===== src/rtl/seq_div_16bit_pkg.sv =====
// Shared types and constants for the sequential 16-bit divider.
// Optional feature macro used by this slice: DIV_UNSIGNED_EN.
package div_pkg;

  localparam int unsigned DIV_W = 16;
  localparam int unsigned CNT_W = 4;

  typedef enum logic [1:0] {
    S_IDLE = 2'd0,
    S_CALC = 2'd1,
    S_FIX  = 2'd2
  } div_state_t;

  localparam logic [DIV_W-1:0] INT_MIN = 16'h8000;
  localparam logic [DIV_W-1:0] DBZ_Q   = 16'hFFFF;

  function automatic logic [DIV_W-1:0] neg16(input logic [DIV_W-1:0] x);
    return DIV_W'(~x + DIV_W'(1));
  endfunction

  // -32768 maps to 0x8000, read as unsigned magnitude
  function automatic logic [DIV_W-1:0] abs16(input logic [DIV_W-1:0] x);
    return x[DIV_W-1] ? neg16(x) : x;
  endfunction

endpackage


===== src/rtl/seq_div_16bit_if.sv =====
// Start/done handshake and operand/result bundle of the divider.
// DIV_UNSIGNED_EN adds the per-operation unsigned select 'uns'.
interface seq_div_16bit_if;
  import div_pkg::*;

  logic             start;
  logic [DIV_W-1:0] dividend;
  logic [DIV_W-1:0] divisor;
  logic             busy;
  logic             done;
  logic [DIV_W-1:0] quotient;
  logic [DIV_W-1:0] remainder;
  logic             div_by_zero;
  logic             overflow;

`ifdef DIV_UNSIGNED_EN
  logic             uns;

  modport master (output start, dividend, divisor, uns,
                  input  busy, done, quotient, remainder, div_by_zero, overflow);
  modport slave  (input  start, dividend, divisor, uns,
                  output busy, done, quotient, remainder, div_by_zero, overflow);
`else
  modport master (output start, dividend, divisor,
                  input  busy, done, quotient, remainder, div_by_zero, overflow);
  modport slave  (input  start, dividend, divisor,
                  output busy, done, quotient, remainder, div_by_zero, overflow);
`endif

endinterface


===== src/rtl/seq_div_16bit_cla.sv =====
// 16-bit carry-lookahead adder: 4-bit groups with a lookahead carry across groups.
module cla_16bit (
  input  logic [15:0] i_a,
  input  logic [15:0] i_b,
  input  logic        i_c0,
  output logic [15:0] o_sum,
  output logic        o_c16
);

  logic [15:0] w_g;
  logic [15:0] w_p;
  logic [3:0]  w_gg;
  logic [3:0]  w_gp;
  logic [4:0]  w_gc;
  logic [15:0] w_c;

  assign w_g = i_a & i_b;
  assign w_p = i_a ^ i_b;

  always_comb begin
    w_gg = '0;
    w_gp = '0;
    for (int k = 0; k < 4; k++) begin
      w_gg[k] = w_g[4*k+3]
              | (w_p[4*k+3] & w_g[4*k+2])
              | (w_p[4*k+3] & w_p[4*k+2] & w_g[4*k+1])
              | ((&w_p[4*k+3 -: 3]) & w_g[4*k]);
      w_gp[k] = &w_p[4*k+3 -: 4];
    end
  end

  // Group carries resolved in parallel from c0
  assign w_gc[0] = i_c0;
  assign w_gc[1] = w_gg[0] | (w_gp[0] & i_c0);
  assign w_gc[2] = w_gg[1] | (w_gp[1] & w_gg[0]) | (w_gp[1] & w_gp[0] & i_c0);
  assign w_gc[3] = w_gg[2] | (w_gp[2] & w_gg[1]) | (w_gp[2] & w_gp[1] & w_gg[0])
                 | (w_gp[2] & w_gp[1] & w_gp[0] & i_c0);
  assign w_gc[4] = w_gg[3] | (w_gp[3] & w_gg[2]) | (w_gp[3] & w_gp[2] & w_gg[1])
                 | (w_gp[3] & w_gp[2] & w_gp[1] & w_gg[0])
                 | (w_gp[3] & w_gp[2] & w_gp[1] & w_gp[0] & i_c0);

  always_comb begin
    logic v_c;
    v_c = 1'b0;
    w_c = '0;
    for (int k = 0; k < 4; k++) begin
      v_c = w_gc[k];
      for (int j = 0; j < 4; j++) begin
        w_c[4*k+j] = v_c;
        v_c = w_g[4*k+j] | (w_p[4*k+j] & v_c);
      end
    end
  end

  assign o_sum = w_p ^ w_c;
  assign o_c16 = w_gc[4];

endmodule


===== src/rtl/seq_div_16bit.sv =====
// Sequential signed radix-2 restoring divider, one quotient bit per cycle.
// DIV_UNSIGNED_EN adds an unsigned mode selected per operation.
module seq_div_16bit
  import div_pkg::*;
#(
  parameter int unsigned DIV_W = 16
) (
  input logic             clk,
  input logic             rst,
  seq_div_16bit_if.slave  bus
);

  if (DIV_W != 16) begin : g_bad_width
    $error("seq_div_16bit: DIV_W must be 16 (trial adder is the 16-bit CLA)");
  end

  div_state_t       r_state;
  div_state_t       w_next_state;
  logic [CNT_W-1:0] r_cnt;
  logic [DIV_W-1:0] r_dq;
  logic [DIV_W-1:0] r_rem;
  logic [DIV_W-1:0] r_d;
  logic             r_sign_q;
  logic             r_sign_r;
  logic             r_dbz;
  logic             r_ovf;
  logic             r_busy;
  logic             r_done;
  logic [DIV_W-1:0] r_quot_o;
  logic [DIV_W-1:0] r_rem_o;
  logic             r_dbz_o;
  logic             r_ovf_o;

  logic             w_signed;
  logic             w_t_hi;
  logic [DIV_W-1:0] w_t;
  logic [DIV_W-1:0] w_diff;
  logic             w_c16;
  logic             w_sub;
  logic [DIV_W-1:0] w_a_mag;
  logic [DIV_W-1:0] w_d_mag;

`ifdef DIV_UNSIGNED_EN
  assign w_signed = ~bus.uns;
  // Unsigned divisors up to 0xFFFF: the shifted-out r[15] is bit 16 of t
  assign w_t_hi   = r_rem[DIV_W-1];
`else
  assign w_signed = 1'b1;
  assign w_t_hi   = 1'b0;
`endif

  assign w_a_mag = w_signed ? abs16(bus.dividend) : bus.dividend;
  assign w_d_mag = w_signed ? abs16(bus.divisor)  : bus.divisor;

  assign w_t   = {r_rem[DIV_W-2:0], r_dq[DIV_W-1]};
  assign w_sub = w_c16 | w_t_hi;

  cla_16bit u_cla (
    .i_a   (w_t),
    .i_b   (~r_d),
    .i_c0  (1'b1),
    .o_sum (w_diff),
    .o_c16 (w_c16)
  );

  always_ff @(posedge clk) begin
    if (rst) r_state <= S_IDLE;
    else     r_state <= w_next_state;
  end

  always_comb begin
    w_next_state = r_state;
    unique case (r_state)
      S_IDLE:  if (bus.start) w_next_state = (bus.divisor == '0) ? S_FIX : S_CALC;
      S_CALC:  if (r_cnt == CNT_W'(DIV_W - 1)) w_next_state = S_FIX;
      S_FIX:   w_next_state = S_IDLE;
      default: w_next_state = S_IDLE;
    endcase
  end

  // Datapath and registered outputs; dq holds the dividend and collects quotient bits
  always_ff @(posedge clk) begin
    if (rst) begin
      r_cnt    <= '0;
      r_dq     <= '0;
      r_rem    <= '0;
      r_d      <= '0;
      r_sign_q <= 1'b0;
      r_sign_r <= 1'b0;
      r_dbz    <= 1'b0;
      r_ovf    <= 1'b0;
      r_busy   <= 1'b0;
      r_done   <= 1'b0;
      r_quot_o <= '0;
      r_rem_o  <= '0;
      r_dbz_o  <= 1'b0;
      r_ovf_o  <= 1'b0;
    end else begin
      r_done <= 1'b0;
      unique case (r_state)
        S_IDLE: begin
          if (bus.start) begin
            r_busy   <= 1'b1;
            r_cnt    <= '0;
            r_dq     <= w_a_mag;
            r_d      <= w_d_mag;
            r_dbz    <= (bus.divisor == '0);
            // On divide-by-zero the remainder register carries |dividend| through FIX
            r_rem    <= (bus.divisor == '0) ? w_a_mag : '0;
            r_sign_q <= w_signed & (bus.dividend[DIV_W-1] ^ bus.divisor[DIV_W-1]);
            r_sign_r <= w_signed & bus.dividend[DIV_W-1];
            r_ovf    <= w_signed & (bus.dividend == INT_MIN) & (bus.divisor == DBZ_Q);
          end
        end
        S_CALC: begin
          r_rem <= w_sub ? w_diff : w_t;
          r_dq  <= {r_dq[DIV_W-2:0], w_sub};
          r_cnt <= r_cnt + CNT_W'(1);
        end
        S_FIX: begin
          r_busy   <= 1'b0;
          r_done   <= 1'b1;
          r_quot_o <= r_dbz ? DBZ_Q : (r_sign_q ? neg16(r_dq) : r_dq);
          r_rem_o  <= r_sign_r ? neg16(r_rem) : r_rem;
          r_dbz_o  <= r_dbz;
          r_ovf_o  <= r_ovf & ~r_dbz;
        end
        default: ;
      endcase
    end
  end

  assign bus.busy        = r_busy;
  assign bus.done        = r_done;
  assign bus.quotient    = r_quot_o;
  assign bus.remainder   = r_rem_o;
  assign bus.div_by_zero = r_dbz_o;
  assign bus.overflow    = r_ovf_o;

endmodule


===== src/flat_wrapper.sv =====
// flat-port wrapper written by rule: the top's interface ports become plain ports
module seq_div_16bit_flat import div_pkg::*;
#(
  parameter int unsigned DIV_W = 16
)
  (clk, rst, bus_start, bus_dividend, bus_divisor, bus_busy, bus_done, bus_quotient, bus_remainder, bus_div_by_zero, bus_overflow);
  seq_div_16bit_if bus_i ();
  input logic clk;
  input logic rst;
  input wire logic [$bits(bus_i.start)-1:0] bus_start;
  input wire logic [$bits(bus_i.dividend)-1:0] bus_dividend;
  input wire logic [$bits(bus_i.divisor)-1:0] bus_divisor;
  output wire logic [$bits(bus_i.busy)-1:0] bus_busy;
  output wire logic [$bits(bus_i.done)-1:0] bus_done;
  output wire logic [$bits(bus_i.quotient)-1:0] bus_quotient;
  output wire logic [$bits(bus_i.remainder)-1:0] bus_remainder;
  output wire logic [$bits(bus_i.div_by_zero)-1:0] bus_div_by_zero;
  output wire logic [$bits(bus_i.overflow)-1:0] bus_overflow;
  assign bus_i.start = bus_start;
  assign bus_i.dividend = bus_dividend;
  assign bus_i.divisor = bus_divisor;
  assign bus_busy = bus_i.busy;
  assign bus_done = bus_i.done;
  assign bus_quotient = bus_i.quotient;
  assign bus_remainder = bus_i.remainder;
  assign bus_div_by_zero = bus_i.div_by_zero;
  assign bus_overflow = bus_i.overflow;
  seq_div_16bit #(.DIV_W(DIV_W)) u_core (.clk(clk), .rst(rst), .bus(bus_i));
endmodule

===== config.mk =====
export PLATFORM = sky130hd
export DESIGN_NAME = seq_div_16bit_flat
export DESIGN_NICKNAME = d
export VERILOG_FILES = /design/src/rtl/seq_div_16bit_pkg.sv /design/src/rtl/seq_div_16bit_if.sv /design/src/rtl/seq_div_16bit_cla.sv /design/src/rtl/seq_div_16bit.sv /design/src/flat_wrapper.sv
export SDC_FILE = /design/constraint.sdc
export NUM_CORES = 1
export LEC_CHECK = 0
export ABC_AREA = 0
export CAP_MARGIN = 20
export CELL_PAD_IN_SITES_DETAIL_PLACEMENT = 1
export CELL_PAD_IN_SITES_GLOBAL_PLACEMENT = 1
export CORE_UTILIZATION = 38
export CTS_BUF_LIST = sky130_fd_sc_hd__clkbuf_4 sky130_fd_sc_hd__clkbuf_8 sky130_fd_sc_hd__clkbuf_16
export DETAILED_ROUTE_END_ITERATION = 10
export PLACE_DENSITY_LB_ADDON = 0.1
export SLEW_MARGIN = 20
export SYNTH_ARGS = -nofsm -noshare
export SYNTH_HDL_FRONTEND = slang
export SYNTH_SLANG_ARGS = --single-unit

===== constraint.sdc =====
create_clock -name clk -period 2.85 [get_ports clk]
set_clock_uncertainty 0.1 [all_clocks]
set_input_delay 0.285 -clock clk [delete_from_list [all_inputs] [get_ports clk]]
set_output_delay 0.285 -clock clk [all_outputs]
set_load 0.02 [all_outputs]

==> results.md <==
GRT:
- The wire length of the first global-routing pass is around 32,000 µm.
- The initial antenna violation count is 0.
- Entering global routing, the biggest net connects 68 pins.
- The number of global-route vias before repair is 5,666.
- For this run the aggregate overflow at the end of global routing stands at 0.
- Global routing used 25.7% of the available tracks.

Timing:
- Setup violations remaining at the end of the flow were counted as 5.
- The max-slew headroom at the worst pin is ~43%.
- The number of hold violations in the final report is 0.
- The maximum operating frequency is 321 MHz.
- The final worst setup slack is -264 ps.
- The number of pins with negative max-slew slack in the final report is 0.
- The fraction of the cycle the final worst path needs is 109%.
- Setup repair after global routing could not meet its margin everywhere.
- The post-route minimum period is 3110 ps.
- The transition time at the pin with the least slew margin is roughly 850 ps.

Critical path:
- Counting stages on the worst path, the most repeated cell is fa_2.
- The classification of the worst setup path is reg -> reg.
- STA classifies the critical path startpoint as a flip-flop.
- The cell with the largest stage delay on the worst path is fa_2.
- In this design, the stage delay of the slowest critical-path cell is 400 ps.
- The total stage count of the critical path is 11.
- At the worst endpoint, the arrival time is between 3000 and 4000 ps.
- The data required time of the critical path is 3030 ps.
- The signal on the critical path passes through inv_2 > ha_4 > o21ai_4 > a221oi_4 > nor2_4 > buf_4 > fa_2 > fa_2 > fa_2 > or3_1 > o221ai_1.
- The worst setup path is captured at a flip-flop.
- Grouping stages by cell kind, the critical path spends the most delay in adder cells.
- Measured in cells, the most critical reg-to-reg path has a length of 11.
- In this run the worst path has a maximum fanout of 3.
- The buffers plus inverters on the worst setup path is 2.

Flow run:
- Across the run, the number of max-cap violations was 0.

Drt:
- The post-detailed-routing wire length is 19,600 µm.
- The total DRC errors in the routed layout is 0.
- The pre-antenna-repair detailed-routing pass consisted of 5 iterations.
- In the routed layout, each cell is associated on average with a via count of 5.77.
- The final antenna-violating net count is 0.
- The overall via count from detail_route is 5,714.
- Dividing the detail-routed wire length by the instance count gives 19.8 µm.
- The number of DRC markers after the initial detailed-route iteration is slightly above 300.

Place:
- The pre-CTS setup slack is -320 ps.
- The congestion estimate from routability-driven global placement came to approximately 0.87.
- The HPWL after detailed placement is 14,900 µm.
- The area of placed instances is around 7100 µm².
- The port buffer count is 70.

Floorplan:
- In this run the count of I/O pins placed on the die edge is 71.
- The initial utilization of the core area, before any placement, comes to approximately two fifths.
- The die span in x is 126 µm.
- In this run the standard cell core region covers approximately 15,000 µm².
- The total number of placement rows is 45.
- Measured along the y axis, the die boundary spans 126 µm.
- The overall die area is 15,900 µm².

Synth:
- Summed over its instances, the top area cell type makes up 32.1% of the synthesized netlist area.
- Counting flops and latches in the post-synthesis netlist gives 94.
- The synthesized cell area is 5860 µm².
- Ranked by total cell area, the synthesized netlist is headed by dfxtp_1 32%, xnor2_1 5.2%, nor2_1 5.1%.
- The dominant cell by count in the synthesized netlist is dfxtp_1.
- For this run, asynchronously set or reset flops after synthesis account for 0%.
- The synthesized netlist net count is roughly 770.
- The synthesized instance count is 704.
- Counting instances in the post-synthesis netlist gives the leading cell types as 94 x dfxtp_1, 80 x nor2_1, 48 x inv_1.
- The predominant post-synthesis flop cell is dfxtp_1.
- In this run the mean area of a mapped cell was approximately 8.3 µm².
- The number of enable-type register cells in the synthesized netlist is 0.
- The count of unique library cells instantiated by Yosys is 66.
- The total number of yosys warnings is 0.
- The post-synthesis sequential area ratio is 32.1%.
- dfxtp_1 takes more of the synthesized area than any other cell.

Clock tree:
- The number of clock buffers added by TritonCTS is 9.
- The total number of clock tree sinks is 94.
- The cell at the root of the clock tree is clkbuf_16.
- The clock transition at the register clock pins on the worst setup and hold paths after CTS is ~70 ps.
- The clock latency on the worst-skew pair is between 300 and 400 ps.
- The CTS tree is built.
- In this run the deepest clock path goes through 2 buffers.
- In this run the number of H-tree levels came out at 3.
- The hold buffer count at cts is 0.

Final layout:
- In the final layout, the share of cells above drive strength 1 is 17.6%.
- The count of nets after finishing is 867.
- The register area is roughly 1900 µm².
- The area growth from synthesis to final layout is 29.7%.
- 0 antenna diodes ended up in the layout.
- The cell area after layout is 7600 µm².
- The filler cell count in the final layout is 1,781.
- The area of the multi-input gates is 3800 µm².

Power:
- The worst-case vdd ir drop is 0.320 mV.
- The total chip power is 4880 µW.
- The leakage component of the power is 0.00272 µW.
- Dividing total power by cell area gives a power density of 642 nW/µm².

Outcome:
- The final reports fail on negative setup slack.
- The run finished, with violations left.

Min path:
- The class of the worst hold path is reg -> reg.
- Counting instances, the worst hold path has a depth of 2.
worst reg2reg max path, delay by kind of cell (launching register included):
kind | cells | cell delay, ps
buf+inv | 2 | 200
flops | 1 | 340
simple gates | 2 | 380
fa+ha+maj | 4 | 1410
compound gates | 3 | 610
stage by stage:
| stage | TNS [ps] | util, % | std cells | hold WS, ps |
|---|---|---|---|---|
| floorplan | -75.3 | - | 704 | 313 |
| global placement | -623 | 46.8 | 970 | 345 |
| detailed placement | -1050 | 46.8 | 970 | 349 |
| CTS | -464 | 50.0 | 989 | 359 |
| global route | -1290 | 50.2 | 991 | 382 |
| finish | -900 | 50.2 | 991 | 355 |
cells in the final DEF (no fill, tap or decap), types with 15 or more instances in the layout:
master,count
nand2_1,45
o21ai_0,23
xor2_1,21
a211oi_1,29
dfxtp_1,85
inv_1,41
xnor2_1,34
ha_1,15
buf_4,62
clkdlybuf4s50_1,69
a21oi_1,36
nor3_1,18
a22oi_1,20
nor2_1,77
routing by layer:
metal / vias to the layer above / share of wire (%) / global-route usage (%)
met1: 2725 / 46 / 34.0
met3: 34 / 4.9 / 3.40
met5: - / 0 / 0
met4: 0 / 3.9 / 13.2
li1: 2765 / - / -
met2: 190 / 45 / 40.9
what timing repair did:
| item | CTS | global route |
|---|---|---|
| endpoints found under the hold margin | 0 | 0 |
| gates cloned | 0 | 0 |
| setup buffers | 3 | 2 |
| gates resized for setup | 30 | 3 |
| pin swaps | 8 | 2 |
| setup endpoints to repair | 6 | 8 |
kinds of logic (layout without fill, tap and decap cells):
logic type | count (synthesis) | count (layout) | synth area share, %
AO/OA/AOI/OAI | 204 | 204 | 25.6
XOR/XNOR | 56 | 56 | 8.36
adder cells (fa/ha/maj) | 34 | 34 | 8.66
buffers and inverters | 97 | 196 | 6.42
flip-flops | 94 | 94 | 32.1
multiplexers | 2 | 2 | 0.341
AND/OR/NAND/NOR | 217 | 217 | 18.6
final timing paths:
path         slack, ps                              endpoint                                 start
max               -260         u_core.r_rem[10]$_SDFFE_PP0P_            u_core.r_d[1]$_SDFFE_PP0P_
min                360  u_core.bus.remainder[0]$_SDFFE_PP0P_  u_core.bus.remainder[0]$_SDFFE_PP0P_
max reg2reg       -260         u_core.r_rem[10]$_SDFFE_PP0P_            u_core.r_d[1]$_SDFFE_PP0P_
min reg2reg        360  u_core.bus.remainder[0]$_SDFFE_PP0P_  u_core.bus.remainder[0]$_SDFFE_PP0P_
state kept, by name (all words and copies together), names as in the netlist:
register	count
u_core.bus.quotient	16
u_core.bus.remainder	16
u_core.r_d	16
u_core.r_dq	16
u_core.r_rem	16
u_core.r_cnt	4
u_core.r_state	2
u_core.bus.busy	1
u_core.bus.div_by_zero	1
u_core.bus.done	1
u_core.bus.overflow	1
u_core.r_dbz	1
u_core.r_ovf	1
u_core.r_sign_q	1
u_core.r_sign_r	1
where the power goes:
part / internal, µW / total (µW) / switching [µW]
logic: 838 / 1950 / 1110
registers: 1450 / 1600 / 150
clock network: 772 / 1330 / 558
cell type report:
type / instances / share of cell area [%]
clock buffer: 9 / 2.96
clock inverter: 7 / 1.28
inverter: 48 / 2.37
multi-input combinational: 513 / 49.9
sequential: 94 / 24.9
tap: 188 / 3.09
timing repair buffer: 132 / 15.5
Note: power is estimated with default switching activity, not from simulation.
